===== config.mk =====
export PLATFORM = sky130hd
export DESIGN_NAME = if_id_stage
export DESIGN_NICKNAME = d
export VERILOG_FILES = /design/src/rtl/if_id_stage.sv
export SDC_FILE = /design/constraint.sdc
export NUM_CORES = 1
export LEC_CHECK = 0
export ABC_AREA = 1
export CAP_MARGIN = 20
export CORE_UTILIZATION = 38
export DETAILED_ROUTE_END_ITERATION = 8
export PLACE_DENSITY = 0.81
export SLEW_MARGIN = 5
export SYNTH_ARGS = -nofsm -noshare
export SYNTH_HDL_FRONTEND = slang
export SYNTH_SLANG_ARGS = --single-unit
export TNS_END_PERCENT = 100

===== constraint.sdc =====
create_clock -name clk -period 1.7 [get_ports clk]
set_clock_uncertainty 0.1 [all_clocks]
set_input_delay 0.17 -clock clk [delete_from_list [all_inputs] [get_ports clk]]
set_output_delay 0.17 -clock clk [all_outputs]
set_load 0.005 [all_outputs]

===== src/rtl/if_id_stage.sv =====
// IF/ID pipeline register: captures the fetched instruction and PC+4, then splits the
// held instruction into decode fields with extender mode and illegal-opcode detection.
module if_id_stage #(
   parameter logic [31:0] NOP_INSTR = 32'h0000_0000,
   parameter int          CNT_W     = 16
) (
   input  logic             clk,
   input  logic             rst,
   input  logic [31:0]      if_instr,
   input  logic [31:0]      if_pc4,
   input  logic             if_valid,
   input  logic             stall,
   input  logic             flush,
   output logic [31:0]      id_instr,
   output logic [31:0]      id_pc4,
   output logic             id_valid,
   output logic [5:0]       opcode,
   output logic [4:0]       rs,
   output logic [4:0]       rt,
   output logic [4:0]       rd,
   output logic [4:0]       shamt,
   output logic [5:0]       funct,
   output logic [15:0]      imm,
   output logic [25:0]      jaddr,
   output logic             ExtOp,
   output logic             illegal,
   output logic [CNT_W-1:0] stall_cnt
);

   logic [31:0]      instr_q, instr_d;
   logic [31:0]      pc4_q, pc4_d;
   logic             valid_q, valid_d;
   logic [CNT_W-1:0] cnt_q, cnt_d;
   logic             ext_s, sup_s;

   // Next-state selection: flush beats stall, stall beats load
   always_comb begin
      instr_d = instr_q;
      pc4_d   = pc4_q;
      valid_d = valid_q;
      cnt_d   = cnt_q;
      if (flush) begin
         instr_d = NOP_INSTR;
         pc4_d   = 32'h0000_0000;
         valid_d = 1'b0;
      end else if (stall) begin
         instr_d = instr_q;
         pc4_d   = pc4_q;
         valid_d = valid_q;
      end else begin
         instr_d = if_instr;
         pc4_d   = if_pc4;
         valid_d = if_valid;
      end
      // Only stalls of a real instruction are counted, and the count saturates
      if (!flush && stall && valid_q && (cnt_q != {CNT_W{1'b1}})) begin
         cnt_d = cnt_q + {{(CNT_W-1){1'b0}}, 1'b1};
      end else begin
         cnt_d = cnt_q;
      end
   end

   // Pipeline and counter registers with synchronous reset
   always_ff @(posedge clk) begin
      if (rst) begin
         instr_q <= NOP_INSTR;
         pc4_q   <= 32'h0000_0000;
         valid_q <= 1'b0;
         cnt_q   <= {CNT_W{1'b0}};
      end else begin
         instr_q <= instr_d;
         pc4_q   <= pc4_d;
         valid_q <= valid_d;
         cnt_q   <= cnt_d;
      end
   end

   // Opcode classification: supported set and immediate extension mode
   always_comb begin
      ext_s = 1'b0;
      sup_s = 1'b0;
      case (instr_q[31:26])
         6'h04, 6'h05, 6'h08, 6'h09, 6'h0A, 6'h0B,
         6'h20, 6'h21, 6'h23, 6'h24, 6'h25, 6'h28, 6'h29, 6'h2B: begin
            ext_s = 1'b1;
            sup_s = 1'b1;
         end
         6'h00, 6'h02, 6'h03, 6'h0C, 6'h0D, 6'h0E, 6'h0F: begin
            ext_s = 1'b0;
            sup_s = 1'b1;
         end
         default: begin
            ext_s = 1'b0;
            sup_s = 1'b0;
         end
      endcase
   end

   assign id_instr  = instr_q;
   assign id_pc4    = pc4_q;
   assign id_valid  = valid_q;
   assign stall_cnt = cnt_q;
   assign opcode    = instr_q[31:26];
   assign rs        = instr_q[25:21];
   assign rt        = instr_q[20:16];
   assign rd        = instr_q[15:11];
   assign shamt     = instr_q[10:6];
   assign funct     = instr_q[5:0];
   assign imm       = instr_q[15:0];
   assign jaddr     = instr_q[25:0];
   assign ExtOp     = valid_q & ext_s;
   assign illegal   = valid_q & ~sup_s;

endmodule


==> impl_metrics.csv <==
group,metric,value,unit
yosys,ys_types,27,
drt,drc_errors,0,
clocking,cts_setup_buffers,0,
floorplanning,die_w,103,µm
floorplanning,start_util,39.4,%
grt,antenna_found_initial,0,
power_and_ir_drop,p_sw_share,23.5,%
drt,wl_met1,4.35,mm
placed_design,globalplace.congestion,0.891,
yosys,yosys_warnings,0,
worst_setup_path,r2r_cells,9,
placed_design,dp_cells,816,
power_and_ir_drop,power_per_cell_area,684,nW/µm²
yosys,synth.top_cell.area_share,42.9,%
worst_setup_path,ff2ff_setup_slack,80,ps
clocking,cts.sinks,83,
clocking,htreeDepth,3,
placed_design,hpwlAfterDp,8.67,mm
floorplanning,core,9820,µm²
power_and_ir_drop,ir_drop,0.451,mV
yosys,syn-num-nets,603,
clocking,clk_latency,350,ps
clocking,clockBufferDepth,2,
grt,grt_first_pass_wirelength,16.7,mm
final_layout,area_growth,55.9,%
drt,ant_nets,0,
drt,dr_wl_met3,996,µm
min_path,holdPathEnd,"id_instr[26]",
worst_setup_path,slowest_stage,"clkdlybuf4s50_1",
grt,grt_max_degree,45,
yosys,syn_avg_cell_area,7.26,µm²
sta,drv_slew,0,
power_and_ir_drop,power,4130,µW
min_path,hold-path-cell-count,3,
power_and_ir_drop,pwr-share-clk,36.3,%
yosys,synth.cells.most_frequent,"186 x nand2_1, 83 x dfxtp_1, 75 x buf_4",
sta,relSlewSlack,69.7,%
worst_setup_path,crit_path_start_kind,"flip-flop",
floorplanning,die_h,103,µm
final_layout,antenna-diode-count,0,
drt,wl,11.3,mm
yosys,synth-seq-cells,83,
min_path,min_from,"stall",
sta,timing.fmax,610,MHz
sta,tightest_slew,454,ps
floorplanning,die-area,10600,µm²
yosys,synth_top_cell_by_area,"dfxtp_1",
drt,drtIter0Drc,160,
worst_setup_path,worstPathRequired,1430,ps
sta,finalCritPeriodShare,96.4,%
clocking,cts_tree,"done",
sta,rsz0062_at_grt,"no",
yosys,yosysMostFrequentCell,"nand2_1",
final_layout,stdcell_area,6030,µm²
worst_setup_path,crit_family,"buffers and inverters",
drt,drt-wirelength-per-cell,13.5,µm
worst_setup_path,cp-end-kind,"primary output",
power_and_ir_drop,switchingPower,968,µW
drt,wl_met2,5.75,mm
sta,period_needed,1640,ps
placed_design,dpl_cell_area,5800,µm²
grt,grt_usage,20.2,%
power_and_ir_drop,leakagePower,0.00227,µW
drt,dr_total_vias,3893,
status,status,"finished, final reports clean",
worst_setup_path,r2r_end,"stall_cnt[15]",
grt,grt_pass1_vias,3567,
sta,whs,143,ps
floorplanning,core.rowCount,36,
worst_setup_path,critPathKind,"flip-flop to primary output",
sta,setup_viol,0,
yosys,ys_top_cells_by_area,"dfxtp_1 43%, nand2_1 18%, buf_4 15%",
yosys,synth-edff-count,0,
final_layout,drive_gt1_share,8.71,%
yosys,seq_area_frac_synth,42.9,%
clocking,hold_buffers,0,
final_layout,nets,765,
drt,top_layer,"met4",
yosys,synthArstFlopShare,0,%
flow_run,cap_violations,0,
drt,drt-vias-per-instance,4.67,
placed_design,io_buffers,225,
final_layout,regArea,1660,µm²
worst_setup_path,worstPathArrival,1370,ps
clocking,cts_made_buffers,9,
worst_setup_path,worstReg2RegStart,"stall_cnt[1]",
sta,final.setup.worst_slack,61.7,ps
min_path,min_path_type,"primary input to flip-flop",
worst_setup_path,crit_fanout,7,
placed_design,post-place-ws,-12.3,ps
sta,hold_viol,0,
yosys,synth_area,3870,µm²
floorplanning,io-pin-count,226,
clocking,cts.reportedPaths.clkPinSlew,80,ps
grt,overflow,0,
yosys,syn_inst,533,
final_layout,nFillCells,878,
worst_setup_path,path_buf_inv,1,
final_layout,layout.cells.non_filler,833,
clocking,root_buffer,"clkbuf_8",
power_and_ir_drop,p_seq_share,49.5,%
drt,firstDrtPassIters,5,
power_and_ir_drop,combPwrFrac,14.2,%
worst_setup_path,critical_path.cell_chain,"clkdlybuf4s50_1",
yosys,synth_ff_type,"dfxtp_1",
final_layout,multi_input_area,1500,µm²
power_and_ir_drop,p_int,3160,µW
worst_setup_path,slowest_delay,560,ps
## tightest hold or removal path: cells and delay by family
kind / cells / cell delay, ps
AOI/OAI and AO/OA: 1 / 90
buffers and inverters: 1 / 180
and+or+nand+nor: 1 / 80
## state kept, by name (all words and copies together) (netlist names)
register,count
id_instr,32
stall_cnt,16
sup_s,1
id_pc4,32
ext_s,1
id_valid,1
## per-layer routing
layer / track usage [%] / vias to the layer above
met1: 21.8 / 1772
li1: - / 1927
met3: 5.36 / 16
met5: 0 / -
met4: 7.80 / 0
met2: 37.5 / 178
## repair_timing
action,4_1_cts,5_1_grt
endpoints found under the hold margin,0,0
endpoints found under the setup margin,0,9
gates resized for setup,0,5
## layout make-up
type | instances | area share, %
multi-input cells | 336 | 24.9
flip-flops and latches | 83 | 27.6
inverters | 20 | 1.24
clock buffers | 12 | 2.74
clock inverters | 4 | 0.788
repair buffers | 245 | 40.0
well taps | 133 | 2.76
## per-stage QoR
step                TNS (ps)  util [%]
floorplan                  0         -
global placement           0      59.1
detailed placement     -18.9      59.1
CTS                        0      61.3
global route               0      61.5
finish                     0      61.5
## power by group through the flow
stage,clock [µW],combinational (µW),sequential (µW)
global placement,0,575,2090
global route,1610,641,2050
finish,1500,585,2040
CTS,1530,590,2040
floorplan,0,242,2080
detailed placement,0,587,2090
## cell usage in the layout, fill, tap and decap left out, drive strengths merged, types with 5 or more instances in the layout
cell / instances
clkdlybuf4s50: 223
nand2: 188
dfxtp: 83
a21oi: 73
nor2: 41
buf: 21
inv: 19
clkbuf: 12
nand3: 11
nand4: 5
or2: 5
## how the worst max path moves through the flow
| stage | start | to | cells past startpoint |
|---|---|---|---|
| 4_1_cts | id_valid | illegal | 3 |
| 3_5_place_dp | flush | sup_s | 10 |
| 3_3_place_gp | flush | sup_s | 10 |
| 2_1_floorplan | stall_cnt[0] | stall_cnt[11] | 9 |
| 6_report | stall_cnt[2] | stall_cnt[2] | 1 |
| 5_1_grt | stall_cnt[3] | stall_cnt[13] | 7 |
## kinds of logic after synthesis
| family | count (synthesis) | share of synthesized area, % |
|---|---|---|
| buf+inv | 115 | 18.7 |
| flops | 83 | 42.9 |
| xor+xnor | 6 | 1.36 |
| compound gates | 75 | 9.99 |
| fa+ha+maj | 1 | 0.323 |
| simple gates | 253 | 26.7 |
Note: power is estimated with default switching activity, not from simulation.
